--- src/rtl/add_pkg.sv ---
// Shared widths and types for the adder responder channel.
`timescale 1ns/1ps
package add_pkg;
  localparam int DATA_W = 8;
  localparam int SUM_W  = DATA_W + 1;

  typedef logic [DATA_W-1:0] op_t;
  typedef logic [SUM_W-1:0]  sum_t;
endpackage

--- src/rtl/add_rsp_fifo.sv ---
// First-word-fall-through FIFO. Head data reads as zero while empty.
`timescale 1ns/1ps
module add_rsp_fifo
  import add_pkg::*;
#(
  parameter int WIDTH = add_pkg::SUM_W,
  parameter int DEPTH = 4
) (
  input  logic                       clk,
  input  logic                       rst_n,
  input  logic                       push,
  input  logic [WIDTH-1:0]           push_data,
  input  logic                       pop,
  output logic [WIDTH-1:0]           pop_data,
  output logic                       full,
  output logic                       empty,
  output logic [$clog2(DEPTH):0]     count
);
  localparam int AW = $clog2(DEPTH);

  logic [WIDTH-1:0] mem [DEPTH];
  logic [AW-1:0]    wr_ptr;
  logic [AW-1:0]    rd_ptr;
  logic [AW:0]      cnt;

  // Occupancy and pointer bookkeeping; pointers wrap modulo DEPTH.
  always_ff @(posedge clk or negedge rst_n) begin
    if (!rst_n) begin
      wr_ptr <= '0;
      rd_ptr <= '0;
      cnt    <= '0;
    end else begin
      if (push) wr_ptr <= wr_ptr + AW'(1);
      if (pop)  rd_ptr <= rd_ptr + AW'(1);
      case ({push, pop})
        2'b10:   cnt <= cnt + (AW+1)'(1);
        2'b01:   cnt <= cnt - (AW+1)'(1);
        default: cnt <= cnt;
      endcase
    end
  end

  // Storage array carries data only, so it is left out of reset.
  always_ff @(posedge clk) begin
    if (push) mem[wr_ptr] <= push_data;
  end

  assign empty    = (cnt == '0);
  assign full     = (cnt == DEPTH[AW:0]);
  assign count    = cnt;
  assign pop_data = empty ? '0 : mem[rd_ptr];

  a_no_push_full: assert property (@(posedge clk) disable iff (!rst_n) !(push && full));
  a_no_pop_empty: assert property (@(posedge clk) disable iff (!rst_n) !(pop && empty));
endmodule

--- src/rtl/add_pipe_rsp.sv ---
// Adder responder: registered sum stage feeding an output FIFO, with
// valid/ready on both sides and pop statistics.
`timescale 1ns/1ps
module add_pipe_rsp
  import add_pkg::*;
#(
  parameter int DATA_W = add_pkg::DATA_W,
  parameter int DEPTH  = 4,
  parameter int CNT_W  = 16
) (
  input  logic              clk,
  input  logic              rst_n,
  input  logic              in_valid,
  output logic              in_ready,
  input  logic [DATA_W-1:0] ina,
  input  logic [DATA_W-1:0] inb,
  output logic              out_valid,
  input  logic              out_ready,
  output logic [DATA_W:0]   out,
  output logic [CNT_W-1:0]  txn_cnt,
  output logic [CNT_W-1:0]  carry_cnt
);
  localparam int CW = $clog2(DEPTH) + 1;

  logic            vld_p1;
  logic [DATA_W:0] sum_p1;
  logic            accept;
  logic            pop;
  logic            fifo_full;
  logic            fifo_empty;
  logic [CW-1:0]   fifo_count;
  logic [CW:0]     occ;

  // Space is reserved for the in-flight stage-1 entry, so stage 1 never stalls.
  assign occ      = {1'b0, fifo_count} + {{CW{1'b0}}, vld_p1};
  assign in_ready = rst_n && (occ < DEPTH[CW:0]);
  assign accept   = in_valid && in_ready;
  assign pop      = out_valid && out_ready;

  // Stage 0 -> 1: valid
  always_ff @(posedge clk or negedge rst_n) begin
    if (!rst_n) vld_p1 <= 1'b0;
    else        vld_p1 <= accept;
  end

  // Stage 0 -> 1: full-width sum
  always_ff @(posedge clk) begin
    if (accept) sum_p1 <= {1'b0, ina} + {1'b0, inb};
  end

  // Stage 1 -> FIFO
  add_rsp_fifo #(
    .WIDTH (DATA_W + 1),
    .DEPTH (DEPTH)
  ) u_fifo (
    .clk       (clk),
    .rst_n     (rst_n),
    .push      (vld_p1),
    .push_data (sum_p1),
    .pop       (pop),
    .pop_data  (out),
    .full      (fifo_full),
    .empty     (fifo_empty),
    .count     (fifo_count)
  );

  assign out_valid = !fifo_empty;

  // FIFO pop -> statistics
  always_ff @(posedge clk or negedge rst_n) begin
    if (!rst_n) begin
      txn_cnt   <= '0;
      carry_cnt <= '0;
    end else if (pop) begin
      txn_cnt <= txn_cnt + CNT_W'(1);
      if (out[DATA_W]) carry_cnt <= carry_cnt + CNT_W'(1);
    end
  end

  a_push_not_full: assert property (@(posedge clk) disable iff (!rst_n) !(vld_p1 && fifo_full));
  a_stall_stable:  assert property (@(posedge clk) disable iff (!rst_n)
                     (out_valid && !out_ready) |=> (out_valid && $stable(out)));
endmodule

--- config.mk ---
export PLATFORM = sky130hd
export DESIGN_NAME = add_pipe_rsp
export DESIGN_NICKNAME = d
export VERILOG_FILES = /design/src/rtl/add_pkg.sv /design/src/rtl/add_rsp_fifo.sv /design/src/rtl/add_pipe_rsp.sv
export SDC_FILE = /design/constraint.sdc
export NUM_CORES = 1
export LEC_CHECK = 0
export ABC_CLOCK_PERIOD_IN_PS = 4950
export CAP_MARGIN = 25
export CORE_ASPECT_RATIO = 1.25
export CORE_MARGIN = 2
export CORE_UTILIZATION = 50
export CTS_CLUSTER_DIAMETER = 200
export DETAILED_ROUTE_END_ITERATION = 8
export HOLD_SLACK_MARGIN = 0.03
export PLACE_DENSITY = 0.75
export RECOVER_POWER = 50
export SYNTH_ARGS = -nofsm -noshare
export SYNTH_HDL_FRONTEND = slang
export SYNTH_HIERARCHICAL = 1
export SYNTH_SLANG_ARGS = --single-unit
export TNS_END_PERCENT = 50
--- constraint.sdc ---
create_clock -name clk -period 4.95 [get_ports clk]
set_clock_uncertainty 0.05 [all_clocks]
set_input_delay 0.99 -clock clk [delete_from_list [all_inputs] [get_ports clk]]
set_output_delay 0.99 -clock clk [all_outputs]
set_load 0.02 [all_outputs]
# Yosys cells after proc, flatten, opt, wreduce, memory -nomap -nowiden
# Memory sizes are Yosys's and may differ from the RTL's.
# Cells that the tools add are included.
[classes] n_addsub=8 n_lt_le_gt_ge=1 eq_ne=2 muxes=4 reduce_logical=7
[ops] operator="16-bit by 1-bit adder with 16-bit output (second input constant)" count=2
[ops] operator="8-bit by 8-bit adder with 9-bit output" count=1
[ops] operator="9-bit two-way mux" count=1
[ops] operator="3-bit one-hot mux with 2 select lines" count=1
[ops] operator="2-bit by 1-bit adder with 2-bit output (second input constant)" count=2
[ops] operator="3-bit by 1-bit adder with 4-bit output" count=1
[ops] operator="4-bit by 3-bit less-than comparator with 1-bit output (second input constant)" count=1
[ops] operator="3-bit by 1-bit adder with 3-bit output (second input constant)" count=1
[ops] operator="1-bit logical AND" count=3
[ops] operator="3-bit logical NOT" count=1
[ops] operator="3-bit by 1-bit subtractor with 3-bit output (second input constant)" count=1
[ops] operator="2-bit by 1-bit == test with 1-bit output (second input constant)" count=1
[ops] operator="2-bit == test (second input constant)" count=1
[ops] operator="1-bit two-way mux" count=2
[ops] operator="2-bit AND reduction" count=1
[ops] operator="2-bit nonzero test" count=1
[ops] operator="1-bit logical NOT" count=1
[totals] ff_bits=49 mem_bits_rw=36 out_inout_bits=43 word_cells=30 mem_count=1
[mem_list] memory="u_fifo.mem" words=4 width=9 rd=1 rd_ports_with_merged_regs=0 wr=1 line="add_rsp_fifo.sv:21" text="logic [WIDTH-1:0] mem [DEPTH];"

# Longest topological paths before layout
[logic_depth] depth_word=5 ltp_mapped=9 ltp_nobuf=9

# Hierarchy
# Netlist, hierarchy kept.
[modules_own_cells] mod="add_pipe_rsp" instances=1 cells_each=178 area_each_um2=2097.0 seq_area_each_um2=1096.1
[modules_own_cells] mod="add_rsp_fifo" instances=1 cells_each=92 area_each_um2=1756.7 seq_area_each_um2=1256.2

# Worst setup path before layout
# OpenSTA, ideal clock, no wires.
[synth_timing] path_type="input -> output" start="input rst_n" end="output in_ready" arrival_time_ns=1.644 required_time_ns=3.910 path_slack_ns=2.266 path_stages=2 path_buffers=0 path_cell_list="inv_1 a311oi_1"
[synth_between] elab_chain_len=1
[synth_lines] element="from (decl)" line="add_pipe_rsp.sv:12" text="input logic rst_n,"
[synth_lines] element="1-bit logical AND" line="add_pipe_rsp.sv:36" text="assign in_ready = rst_n && (occ < DEPTH[CW:0]);"
[synth_lines] element="to (decl)" line="add_pipe_rsp.sv:14" text="output logic in_ready,"
# No other way between the ends.

# Worst setup path in the final report
[layout_timing] start="register u_fifo.rd_ptr[0]" end="output out[8]"
[layout_between] elab_chain_len=2
[layout_lines] element="from (decl)" line="add_rsp_fifo.sv:23" text="logic [AW-1:0] rd_ptr;"
[layout_lines] element="from (signal assigned)" line="add_rsp_fifo.sv:34" text="if (pop) rd_ptr <= rd_ptr + AW'(1);"
[layout_lines] element="memory 4 x 9 bit"
[layout_lines] element="9-bit two-way mux" line="add_rsp_fifo.sv:51" text="assign pop_data = empty ? '0 : mem[rd_ptr];"
[layout_lines] element="to (decl)" line="add_pipe_rsp.sv:19" text="output logic [DATA_W:0] out,"
# No other way between the ends.

==> results.md <==
* Core area at 0.00740 mm2
* Fill cells at ~550
* Worst setup SP type: flop
* TNS Setup at 0 ns
* Critical Path RT at ~3.9 ns
* Multi-input logic area at between 0.001 and 0.0015 mm2
* Peak VDD IR at between 300 and 400 uV
* CTS Root Cell: clkbuf_8
* Final Total Pwr at 2.41 mW
* Worst-path fanout max at 11
* Net count after synthesis at roughly 310
* Cts repair resizes at 0
* Die area at around 0.0084 mm2
* I/O pins at 63
* GRT overflow at 0
* Synth Warn # at 6
* Number of diodes at 0
* Crit path kind: reg2out
* GRT Total Usage at 17.8%
* Post-CTS Hold Buffers at 0
* Pin count of the biggest net entering global routing at 41
* First-pass GRT wire length at around 11000 um
* Die Height at 102 um
* Final Util at 65.0%
* Final hold vios at 0
* Slew Viols, Final at 41
* Vias per cell at ~5.3
* RSZ-0062 raised after global routing: no
* Syn Area/Cell at 14.3 um2
* Wirelength per Cell at between 15 and 20 um
* Crit Reg-Reg Startpoint: u_fifo/count[0]
* Vias in the first global route at 2300
* Crit path DAT at between 2 and 2.5 ns
* Final #Nets at around 380
* Failing checks: capacitance limit, slew limit
* Hold Startpoint: carry_cnt[15]
* Routed wire length at 6930 um
* Crit. Startpoint: u_fifo/rd_ptr[0]
* CTS Buffer Depth at 2
* Postcts setup bufs at 0
* Reg area at between 0.002 and 0.0025 mm2
* Clock latency on the worst-skew pair at 0.34 ns
* Initial core utilization at roughly half
* Number of buffers created by CTS at 9
* Placer congestion estimate at a little under 0.7
* Area post-placement at roughly 0.0046 mm2
* Layout area overhead at 25.1%
* CTS sink count at 85
* Post-route insts no fill at 438
* Placed Cells at 422
* FP Rows at 35
* Die X at just over 80 um
* CTS tree: yes
* Mapped cell area at 0.00385 mm2
* Slew of the pin with the lowest slew margin at roughly 2.2 ns
* Drt pass-1 iters at 4
* Number of routed nets with antenna violations at 0
* Final setup vio count at 0
* Leak at 1.88 nW
* Cell area after layout at 0.00481 mm2
* Max cap viols at 1
* Initial antenna violation count at 0
* Drt first-iter violations at 119
* Peak Freq at between 200 and 300 MHz
* Slack of the worst reg-to-reg path at 2.15 ns
* PortBufs at 62
* Detail Placement HPWL at around 4800 um
* Outcome: finished with violations
* Period utilisation layout at 71.0%
* H-tree depth at 3
* Clock transition at path regs at approximately 0.08 ns
* Via count at approximately 2300
* CP endpoint kind: output port
* Share of layout cells above drive strength 1 at 10.1%
* Min Tclk post-route at around 3.5 ns
* DRC at 0
* HP Class: reg2reg
* Pwr/cell area at around 500 mW/mm2
* Slew margin rel. at -43.4%
* Syn Inst Count at approximately 270
-- where the power goes --
part           internal, mW  switching [mW]  total [mW]
sequential            0.872           0.160        1.03
clock                 0.348           0.233       0.581
combinational         0.407           0.386       0.793
total                  1.63           0.779        2.41
-- layer usage --
metal  vias up  routed length (um)  track usage, %
li1       1102                   -               -
met1      1146                2890            21.8
met2        50                3770            31.1
met3         4                 214            3.71
met4         0                  55            6.15
met5         -                   0               0
-- stage by stage --
stage | setup slack, ns | hold slack, ns
global placement | 1.67 | 0.411
global route | 1.29 | 0.440
detailed placement | 1.72 | 0.417
finish | 1.44 | 0.428
floorplan | 2.27 | 0.409
CTS | 1.40 | 0.433
-- area by class of cell --
type | count | share of cell area [%]
tap | 92 | 2.39
multi-input combinational | 166 | 29.5
clock inverter | 6 | 2.29
clock buffer | 10 | 2.86
sequential | 85 | 48.9
timing repair buffer | 63 | 12.8
inverter | 16 | 1.25
-- cell usage in the layout, fill, tap and decap left out, types with 9 or more instances in the layout --
master           count
edfxtp_1            45
ha_1                15
xnor2_1             31
inv_1               16
dfrtp_1             40
clkbuf_8            10
mux4_2               9
clkdlybuf4s50_1     61
nand4_1             10
nor2_1              11
nor2b_1             10
xor2_1              10
nand2_1             21
-- final timing paths --
path                                         to  cells after the start
worst min-delay path              carry_cnt[15]                      1
worst max-delay path                     out[8]                      3
worst max register to register  u_fifo/count[2]                      9
worst min register to register    carry_cnt[15]                      1
min in group asynchronous          carry_cnt[5]                      2
max in group asynchronous       u_fifo/count[1]                      2
-- worst max-delay path: stages, from the launching register on --
cell and delay [ns]:
dfrtp_1 0.77, mux4_2 0.57, nor2b_1 0.19, clkdlybuf4s50_1 0.60
-- registers in the layout, indices dropped and copies added, names as in the netlist --
signal / flops
txn_cnt: 16
sum_p1: 9
u_fifo/count: 3
u_fifo/rd_ptr: 2
carry_cnt: 16
vld_p1: 1
u_fifo/mem: 36
u_fifo/wr_ptr: 2
(Power assumes the default switching activity.)
